===== src/rtl/fp_pkg.sv =====
// Shared FP-unit definitions: precision defaults, op encoding and the
// special-operand flag bundle carried alongside every exponent.
package fp_pkg;

    localparam int EXP_W_SP = 8;
    localparam int BIAS_SP  = 127;
    localparam int EXP_W_DP = 11;
    localparam int BIAS_DP  = 1023;

    localparam logic OP_MUL = 1'b0;
    localparam logic OP_DIV = 1'b1;

    typedef struct packed {
        logic a_zero;
        logic b_zero;
        logic a_max;
        logic b_max;
    } flags_t;

endpackage


===== src/rtl/exp_pipe_if.sv =====
// Operand and result handshake bundle of the exponent pipe.
interface exp_pipe_if #(
    parameter int EXP_W = 8,
    parameter int TAG_W = 4
);
    logic                   in_valid;
    logic                   in_ready;
    logic [EXP_W-1:0]       eA;
    logic [EXP_W-1:0]       eB;
    logic                   op_div;
    logic [TAG_W-1:0]       in_tag;
    logic                   out_valid;
    logic                   out_ready;
    logic signed [EXP_W+1:0] e;
    logic                   ovf;
    logic                   unf;
    logic                   a_zero;
    logic                   b_zero;
    logic                   a_max;
    logic                   b_max;
    logic [TAG_W-1:0]       out_tag;

    modport master (
        output in_valid, eA, eB, op_div, in_tag, out_ready,
        input  in_ready, out_valid, e, ovf, unf, a_zero, b_zero, a_max, b_max, out_tag
    );

    modport slave (
        input  in_valid, eA, eB, op_div, in_tag, out_ready,
        output in_ready, out_valid, e, ovf, unf, a_zero, b_zero, a_max, b_max, out_tag
    );
endinterface


===== src/rtl/pipe_stage.sv =====
// Generic valid/ready register slice; o_ready is the stage's advance term so
// slices chain into a full-throughput pipeline with backpressure.
module pipe_stage #(
    parameter int W = 8
) (
    input  logic         clk,
    input  logic         arst_n,
    input  logic         flush,
    input  logic         i_valid,
    output logic         o_ready,
    input  logic [W-1:0] i_data,
    output logic         o_valid,
    input  logic         i_ready,
    output logic [W-1:0] o_data
);
    logic         r_vld;
    logic [W-1:0] r_data;
    logic         w_adv;

    assign w_adv = !r_vld || i_ready;

    always_ff @(posedge clk or negedge arst_n) begin
        if (!arst_n) begin
            r_vld  <= 1'b0;
            r_data <= '0;
        end else begin
            if (flush) begin
                r_vld <= 1'b0;
            end else if (w_adv) begin
                r_vld <= i_valid;
            end
            if (w_adv) begin
                r_data <= i_data;
            end
        end
    end

    assign o_ready = w_adv;
    assign o_valid = r_vld;
    assign o_data  = r_data;

endmodule


===== src/rtl/exp_pipe.sv =====
// Biased result exponent for FP multiply (eA+eB-BIAS) and divide (eA-eB+BIAS),
// two register slices with range and special-operand flags.
module exp_pipe
    import fp_pkg::*;
#(
    parameter int EXP_W = EXP_W_SP,
    parameter int BIAS  = 2**(EXP_W-1)-1,
    parameter int TAG_W = 4
) (
    input  logic     clk,
    input  logic     arst_n,
    input  logic     flush,
    exp_pipe_if.slave bus
);
    localparam int EW = EXP_W + 2;
    localparam logic signed [EW-1:0] BIAS_X = EW'(BIAS);
    localparam logic signed [EW-1:0] OVF_TH = EW'((2**EXP_W) - 1);
    localparam logic signed [EW-1:0] ZERO_X = '0;

    typedef struct packed {
        logic signed [EW-1:0] a;
        logic signed [EW-1:0] b;
        logic                 op_div;
        logic [TAG_W-1:0]     tag;
        flags_t               flags;
    } s1_t;

    typedef struct packed {
        logic signed [EW-1:0] sum;
        logic                 op_div;
        logic [TAG_W-1:0]     tag;
        flags_t               flags;
    } s2_t;

    function automatic flags_t f_special(input logic [EXP_W-1:0] a, input logic [EXP_W-1:0] b);
        flags_t f;
        f.a_zero = (a == '0);
        f.b_zero = (b == '0);
        f.a_max  = &a;
        f.b_max  = &b;
        return f;
    endfunction

    function automatic logic signed [EW-1:0] f_unbias(input logic signed [EW-1:0] sum,
                                                       input logic op);
        return (op == OP_MUL) ? sum - BIAS_X : sum + BIAS_X;
    endfunction

    function automatic logic f_ovf(input logic signed [EW-1:0] x);
        return x >= OVF_TH;
    endfunction

    function automatic logic f_unf(input logic signed [EW-1:0] x);
        return x <= ZERO_X;
    endfunction

    s1_t                  w_pay_p0;
    s1_t                  w_pay_p1;
    s2_t                  w_pay_p1s;
    s2_t                  w_pay_p2;
    logic                 w_vld_p1;
    logic                 w_vld_p2;
    logic                 w_adv2;
    logic signed [EW-1:0] w_b_ext;
    logic signed [EW-1:0] w_e;

    // Stage 1 input: widen both fields; divide folds the subtraction into eB
    always_comb begin
        w_pay_p0        = '0;
        w_b_ext         = signed'({2'b00, bus.eB});
        w_pay_p0.a      = signed'({2'b00, bus.eA});
        w_pay_p0.b      = (bus.op_div == OP_DIV) ? -w_b_ext : w_b_ext;
        w_pay_p0.op_div = bus.op_div;
        w_pay_p0.tag    = bus.in_tag;
        w_pay_p0.flags  = f_special(bus.eA, bus.eB);
    end

    pipe_stage #(.W($bits(s1_t))) u_s1 (
        .clk     (clk),
        .arst_n  (arst_n),
        .flush   (flush),
        .i_valid (bus.in_valid),
        .o_ready (bus.in_ready),
        .i_data  (w_pay_p0),
        .o_valid (w_vld_p1),
        .i_ready (w_adv2),
        .o_data  (w_pay_p1)
    );

    // Stage 2 input: two extra bits make the sum overflow-free
    always_comb begin
        w_pay_p1s        = '0;
        w_pay_p1s.sum    = w_pay_p1.a + w_pay_p1.b;
        w_pay_p1s.op_div = w_pay_p1.op_div;
        w_pay_p1s.tag    = w_pay_p1.tag;
        w_pay_p1s.flags  = w_pay_p1.flags;
    end

    pipe_stage #(.W($bits(s2_t))) u_s2 (
        .clk     (clk),
        .arst_n  (arst_n),
        .flush   (flush),
        .i_valid (w_vld_p1),
        .o_ready (w_adv2),
        .i_data  (w_pay_p1s),
        .o_valid (w_vld_p2),
        .i_ready (bus.out_ready),
        .o_data  (w_pay_p2)
    );

    // Output: rebias combinationally; e and range flags read zero when idle
    assign w_e           = f_unbias(w_pay_p2.sum, w_pay_p2.op_div);
    assign bus.out_valid = w_vld_p2;
    assign bus.e         = w_vld_p2 ? w_e : ZERO_X;
    assign bus.ovf       = w_vld_p2 & f_ovf(w_e);
    assign bus.unf       = w_vld_p2 & f_unf(w_e);
    assign bus.a_zero    = w_pay_p2.flags.a_zero;
    assign bus.b_zero    = w_pay_p2.flags.b_zero;
    assign bus.a_max     = w_pay_p2.flags.a_max;
    assign bus.b_max     = w_pay_p2.flags.b_max;
    assign bus.out_tag   = w_pay_p2.tag;

endmodule


===== src/flat_wrapper.sv =====
// flat-port wrapper written by rule: the top's interface ports become plain ports
module exp_pipe_flat import fp_pkg::*;
#(
    parameter int EXP_W = EXP_W_SP,
    parameter int BIAS  = 2**(EXP_W-1)-1,
    parameter int TAG_W = 4
)
  (clk, arst_n, flush, bus_in_valid, bus_eA, bus_eB, bus_op_div, bus_in_tag, bus_out_ready, bus_in_ready, bus_out_valid, bus_e, bus_ovf, bus_unf, bus_a_zero, bus_b_zero, bus_a_max, bus_b_max, bus_out_tag);
  exp_pipe_if #(.EXP_W(EXP_W), .TAG_W(TAG_W)) bus_i ();
  input  logic clk;
  input  logic arst_n;
  input  logic flush;
  input wire logic [$bits(bus_i.in_valid)-1:0] bus_in_valid;
  input wire logic [$bits(bus_i.eA)-1:0] bus_eA;
  input wire logic [$bits(bus_i.eB)-1:0] bus_eB;
  input wire logic [$bits(bus_i.op_div)-1:0] bus_op_div;
  input wire logic [$bits(bus_i.in_tag)-1:0] bus_in_tag;
  input wire logic [$bits(bus_i.out_ready)-1:0] bus_out_ready;
  output wire logic [$bits(bus_i.in_ready)-1:0] bus_in_ready;
  output wire logic [$bits(bus_i.out_valid)-1:0] bus_out_valid;
  output wire logic [$bits(bus_i.e)-1:0] bus_e;
  output wire logic [$bits(bus_i.ovf)-1:0] bus_ovf;
  output wire logic [$bits(bus_i.unf)-1:0] bus_unf;
  output wire logic [$bits(bus_i.a_zero)-1:0] bus_a_zero;
  output wire logic [$bits(bus_i.b_zero)-1:0] bus_b_zero;
  output wire logic [$bits(bus_i.a_max)-1:0] bus_a_max;
  output wire logic [$bits(bus_i.b_max)-1:0] bus_b_max;
  output wire logic [$bits(bus_i.out_tag)-1:0] bus_out_tag;
  assign bus_i.in_valid = bus_in_valid;
  assign bus_i.eA = bus_eA;
  assign bus_i.eB = bus_eB;
  assign bus_i.op_div = bus_op_div;
  assign bus_i.in_tag = bus_in_tag;
  assign bus_i.out_ready = bus_out_ready;
  assign bus_in_ready = bus_i.in_ready;
  assign bus_out_valid = bus_i.out_valid;
  assign bus_e = bus_i.e;
  assign bus_ovf = bus_i.ovf;
  assign bus_unf = bus_i.unf;
  assign bus_a_zero = bus_i.a_zero;
  assign bus_b_zero = bus_i.b_zero;
  assign bus_a_max = bus_i.a_max;
  assign bus_b_max = bus_i.b_max;
  assign bus_out_tag = bus_i.out_tag;
  exp_pipe #(.EXP_W(EXP_W), .BIAS(BIAS), .TAG_W(TAG_W)) u_core (.clk(clk), .arst_n(arst_n), .flush(flush), .bus(bus_i));
endmodule

===== config.mk =====
export PLATFORM = sky130hd
export DESIGN_NAME = exp_pipe_flat
export DESIGN_NICKNAME = d
export VERILOG_FILES = /design/src/rtl/fp_pkg.sv /design/src/rtl/exp_pipe_if.sv /design/src/rtl/pipe_stage.sv /design/src/rtl/exp_pipe.sv /design/src/flat_wrapper.sv
export SDC_FILE = /design/constraint.sdc
export NUM_CORES = 1
export LEC_CHECK = 0
export CORE_ASPECT_RATIO = 0.6
export CORE_MARGIN = 1
export CORE_UTILIZATION = 25
export CTS_CLUSTER_SIZE = 10
export DETAILED_ROUTE_END_ITERATION = 7
export PLACE_DENSITY = 0.4
export RECOVER_POWER = 25
export SLEW_MARGIN = 0
export SYNTH_ARGS = -nofsm -noshare
export SYNTH_HDL_FRONTEND = slang
export SYNTH_HIERARCHICAL = 1
export SYNTH_SLANG_ARGS = --single-unit

===== constraint.sdc =====
create_clock -name clk -period 3.2 [get_ports clk]
set_input_delay 0.48 -clock clk [delete_from_list [all_inputs] [get_ports clk]]
set_output_delay 0.48 -clock clk [all_outputs]
set_load 0.005 [all_outputs]

# Word level (Yosys, flattened, before mapping)
# Index checks and enable logic that the tools add are counted.
[totals]
reg_bits = 48
output_inout_bits = 22
word_cells = 29
[op_classes]
n_addsub = 4
magnitude_cmp = 2
mux = 7
bitwise_logic = 2
reduce_logical = 10
[op_table]
columns = ["cell", "count"]
rows = [
  ["10-bit 2-to-1 mux", 3],
  ["8-bit zero test", 2],
  ["8-bit AND reduction", 2],
  ["10-bit by 8-bit adder with 10-bit output, second input constant", 1],
  ["9-bit by 10-bit adder with 10-bit output", 1],
  ["10-bit by 9-bit >= comparator with 1-bit output, second input constant", 1],
  ["10-bit by 1-bit <= comparator with 1-bit output, second input constant", 1],
  ["8-bit negation with 10-bit output", 1],
  ["10-bit by 8-bit subtractor with 10-bit output, second input constant", 1],
  ["1-bit 2-to-1 mux", 4],
  ["2-bit nonzero test", 2],
  ["1-bit bitwise AND", 2],
  ["1-bit zero test", 2],
  ["1-bit logical OR", 2],
]

# Depth between registers and ports, before layout
[depth]
word_depth = 5
mapped_depth = 10
ltp_nobuf = 10

# Modules after synthesis
# Netlist, hierarchy kept.
[modules_own_cells]
columns = ["module", "n_inst", "cells_each", "area_per_inst_um2", "seq_area_each_um2"]
rows = [
  ["pipe_stage (u_core.u_s1)", 1, 65, 1238.7, 750.7],
  ["exp_pipe", 1, 156, 1127.3, 0.0],
  ["pipe_stage (u_core.u_s2)", 1, 44, 827.0, 500.5],
]

# Worst setup path after synthesis
# No wires, ideal clock.
[synth_timing]
path_type = "register to output"
startpoint = "register u_core.u_s2.r_data[8], in the netlist u_core/u_s2/o_data[8]"
endpoint = "output bus_unf"
arrival_time_ns = 2.240
required_time_ns = 2.720
setup_slack_ns = 0.480
path_stages_with_launch = 8
path_buffers = 0
path_cell_list = "dfrtp_1 > fa_1 > a211oi_2 > o21ai_1 > nor2b_4 > or4_4 > nor4_2 > a22o_1"
[synth_via]
elab_chain_len = 3
[synth_rtl]
columns = ["element", "line_no", "text"]
rows = [
  ["from (decl)", "pipe_stage.sv:17", "logic [W-1:0] r_data;"],
  ["from (signal assigned)", "pipe_stage.sv:33", "r_data <= i_data;"],
  ["10-bit 2-to-1 mux", "exp_pipe.sv:46", "return (op == OP_MUL) ? sum - BIAS_X : sum + BIAS_X;"],
  ["10-bit by 1-bit <= comparator with 1-bit output", "exp_pipe.sv:54", "return x <= ZERO_X;"],
  ["1-bit bitwise AND", "exp_pipe.sv:116", "assign bus.unf = w_vld_p2 & f_unf(w_e);"],
  ["to (decl)", "flat_wrapper.sv:23", "output wire logic [$bits(bus_i.unf)-1:0] bus_unf;"],
]
# No other way between the ends.

# Worst setup path after layout
# Same ends and word-level chain as after synthesis.

==> flow_summary.toml <==
[status]
outcome = "finished clean"

[grt]
antenna_found_initial = 0
grt_max_degree = 44
grt_overflow = 0
grt_pass1_wl_um = 11500
track_usage = 0.114
grt_pass1_vias = 2164

[floorplanning]
std_cell_rows = 31
die_h_um = 89.5
dieArea_um2 = 13200
start_util = 0.261
core_um2 = 12300
io_pins = 48
die_w_um = 148

[worst_setup_path]
worstSetupPathType = "reg -> out"
start_kind = "flip-flop"
path_max_fanout = 5
critical_path_arrival_ns = 2.67
critPathRequiredTime_ns = 2.72
end_kind = "output port"
rrSetupSlack_ns = 0.82

[synthesis]
synthCells = 265
synth_seq_cells = 50
yosysWarnings = 6
synth_edf_count = 0
syn_area_um2 = 3190
seq_area_frac_synth = 0.392
synth_flop_cell = "dfrtp_1"
syn_area_per_cell_um2 = 12.0
ys_types = 49
async_reset_ff_frac = 1.00

[finish]
fillers = 1247
multi_input_area_um2 = 1990
n_antenna_cell = 0
drive_gt1_frac = 0.319
nNetsFinal = 380
area_delta_synth_final_pct = 33.2
layout.cells.non_filler = 497
postLayoutCoreUtil = 0.347
register_area_um2 = 1250

[routing]
dr.first_iter.drc_count = 49
routed_wl_um = 6940
post_drt_via_cell_ratio = 4.25
drc = 0
wl_per_cell_um = 14.0
ant_nets = 0
drtPass1Iterations = 4
num_vias = 2113

[sta]
maxSlewHeadroom = 0.270
maxSlewViolCount = 0
fin_crit_sh = 0.984
finalSetupViolCount = 0
max_slew.worst_pin.slew_ns = 1.09
hold_viol = 0
min_period_ns = 3.15
rsz0062_at_grt = "true"
finClkSkew_ns = 0.00723
max_freq_mhz = 318
setup_ws_ns = 0.0528

[hold_path]
hold_path.class = "in -> async"

[cts]
numCtsBuffers = 5
clk_latency_ns = 0.29
cts_sinks = 50
cts_tree = "built"
htreeDepth = 2
clockBufferDepth = 2
clk_transition_reported_paths_ns = 0.07
cts_hold_buf = 0
cts_root_buf = "clkbuf_16"

[power_and_ir_drop]
finalPower_uw = 2360
powerDensity_nw_per_um2 = 555
peakVddDrop_mv = 0.210
p_leak_uw = 0.00196

[placed_design]
dp.cells = 484
gp_congestion = 0.737
portBuffers = 47
place_ws_ns = -0.0634
dp_hpwl_um = 5240

[job]
drv_cap = 0
-- metrics by stage --
stage               cell area [µm²]  setup TNS [ns]  hold WS (ns)
finish                         4250               0         0.101
CTS                            4170        -0.00190        0.0207
detailed placement             3900          -0.121         0.341
global route                   4250          -0.172         0.137
floorplan                      3200               0         0.184
global placement               3900         -0.0203         0.338
-- per-layer routing --
layer  GRT usage  routed length, µm
met3      0.0265                262
met4      0.0337                 73
met5           0                  0
met1       0.177               4030
met2       0.151               2580
-- critical path: stages, from the launching register on --
cell and delay [ns]:
dfrtp_2 0.46, fa_2 0.39, a211oi_4 0.27, buf_4 0.15, o21ai_1 0.05, nor2b_4 0.13
or4_4 0.43, nor4_4 0.25, a22o_1 0.14, buf_2 0.10
-- Yosys cell counts, types with 2 or more instances --
cell type / number / area [µm²]
dfrtp_1: 50 / 1250
mux2_4: 46 / 691
ha_1: 21 / 263
inv_1: 13 / 48.8
nor2_1: 12 / 45.0
xnor2_1: 12 / 105
a21oi_1: 10 / 50.1
nand2_1: 10 / 37.5
o21ai_0: 9 / 45.0
and2_1: 8 / 50.1
xor2_1: 7 / 61.3
buf_6: 5 / 56.3
or4_1: 5 / 37.5
nand4_1: 4 / 25.0
and3_1: 3 / 18.8
nand3_1: 3 / 15.0
nor2b_1: 3 / 18.8
o31ai_1: 3 / 22.5
a211oi_1: 2 / 15.0
clkbuf_1: 2 / 7.51
fa_1: 2 / 40.0
mux2_2: 2 / 22.5
nand2b_1: 2 / 12.5
nand2b_4: 2 / 27.5
nor3_1: 2 / 10.0
o21ai_1: 2 / 10.0
or2_2: 2 / 12.5
or3_1: 2 / 12.5
-- cell type report --
type | count | area share
Clock buffer | 6 | 0.0327
Multi-Input combinational cell | 195 | 0.467
Inverter | 14 | 0.0127
Tap cell | 165 | 0.0485
Clock inverter | 2 | 0.00294
Timing Repair Buffer | 65 | 0.141
Sequential cell | 50 | 0.294
-- final timing paths --
path                                                   start                                 end  cells after the start
setup / recovery           u_core/u_s2/o_data[8]$_DFFE_PN0P_                             bus_unf                      9
hold / removal                                        arst_n   u_core/u_s1/o_data[9]$_DFFE_PN0P_                      1
setup reg to reg           u_core/u_s1/o_data[9]$_DFFE_PN0P_  u_core/u_s2/o_data[17]$_DFFE_PN0P_                     10
hold reg to reg            u_core/u_s2/o_data[4]$_DFFE_PN0P_   u_core/u_s2/o_data[4]$_DFFE_PN0P_                      1
max in group asynchronous                             arst_n   u_core/u_s2/o_data[8]$_DFFE_PN0P_                      2
min in group clk           u_core/u_s2/o_data[4]$_DFFE_PN0P_   u_core/u_s2/o_data[4]$_DFFE_PN0P_                      1
-- power by group --
part	internal [µW]	switching, µW	total (µW)
clock	310	234	544
combinational	588	464	1050
sequential	704	59.8	764
-- sequential cells by signal, summed over array words and instances, names as in the netlist --
name	flops
u_core/u_s1/o_valid	1
u_core/u_s2/o_valid	1
u_core/u_s2/o_data	19
u_core/u_s1/o_data	29
-- what timing repair did --
item                       4_1_cts  5_1_grt
pin swaps                       11        5
gates cloned                     0        0
setup endpoints to repair        6        6
buffers inserted                 3        2
gates resized for setup         25       12
-- cells by family after synthesis --
| group | Yosys count | synth area share |
|---|---|---|
| and+or+nand+nor | 65 | 0.123 |
| DFF | 50 | 0.392 |
| xor gates and xnor gates | 19 | 0.0521 |
| buffers and inverters | 21 | 0.0364 |
| other | 1 | 0.00117 |
| AOI/OAI and AO/OA | 38 | 0.0768 |
| adders and majority gates | 23 | 0.0948 |
| muxes | 48 | 0.223 |
-- cells in the final DEF (no fill, tap or decap), types with 2 or more instances in the layout --
master	n
dfrtp_1	49
mux2_4	46
clkdlybuf4s50_1	42
buf_4	15
ha_1	15
inv_1	13
nor2_1	11
nand2_1	10
xnor2_1	10
a21oi_1	8
and2_1	8
o21ai_0	8
xor2_1	6
clkbuf_16	5
or4_1	5
nand4_1	4
ha_4	4
and3_1	3
nor2b_1	3
nand3_1	3
clkinv_2	2
o21ai_1	2
or2_2	2
nor3_1	2
xnor2_2	2
or3_1	2
o31ai_1	2
nand2b_1	2
ha_2	2
buf_6	2
nand2b_4	2
conb_1	2
mux2_2	2
Power figures use the tool's default switching activity.
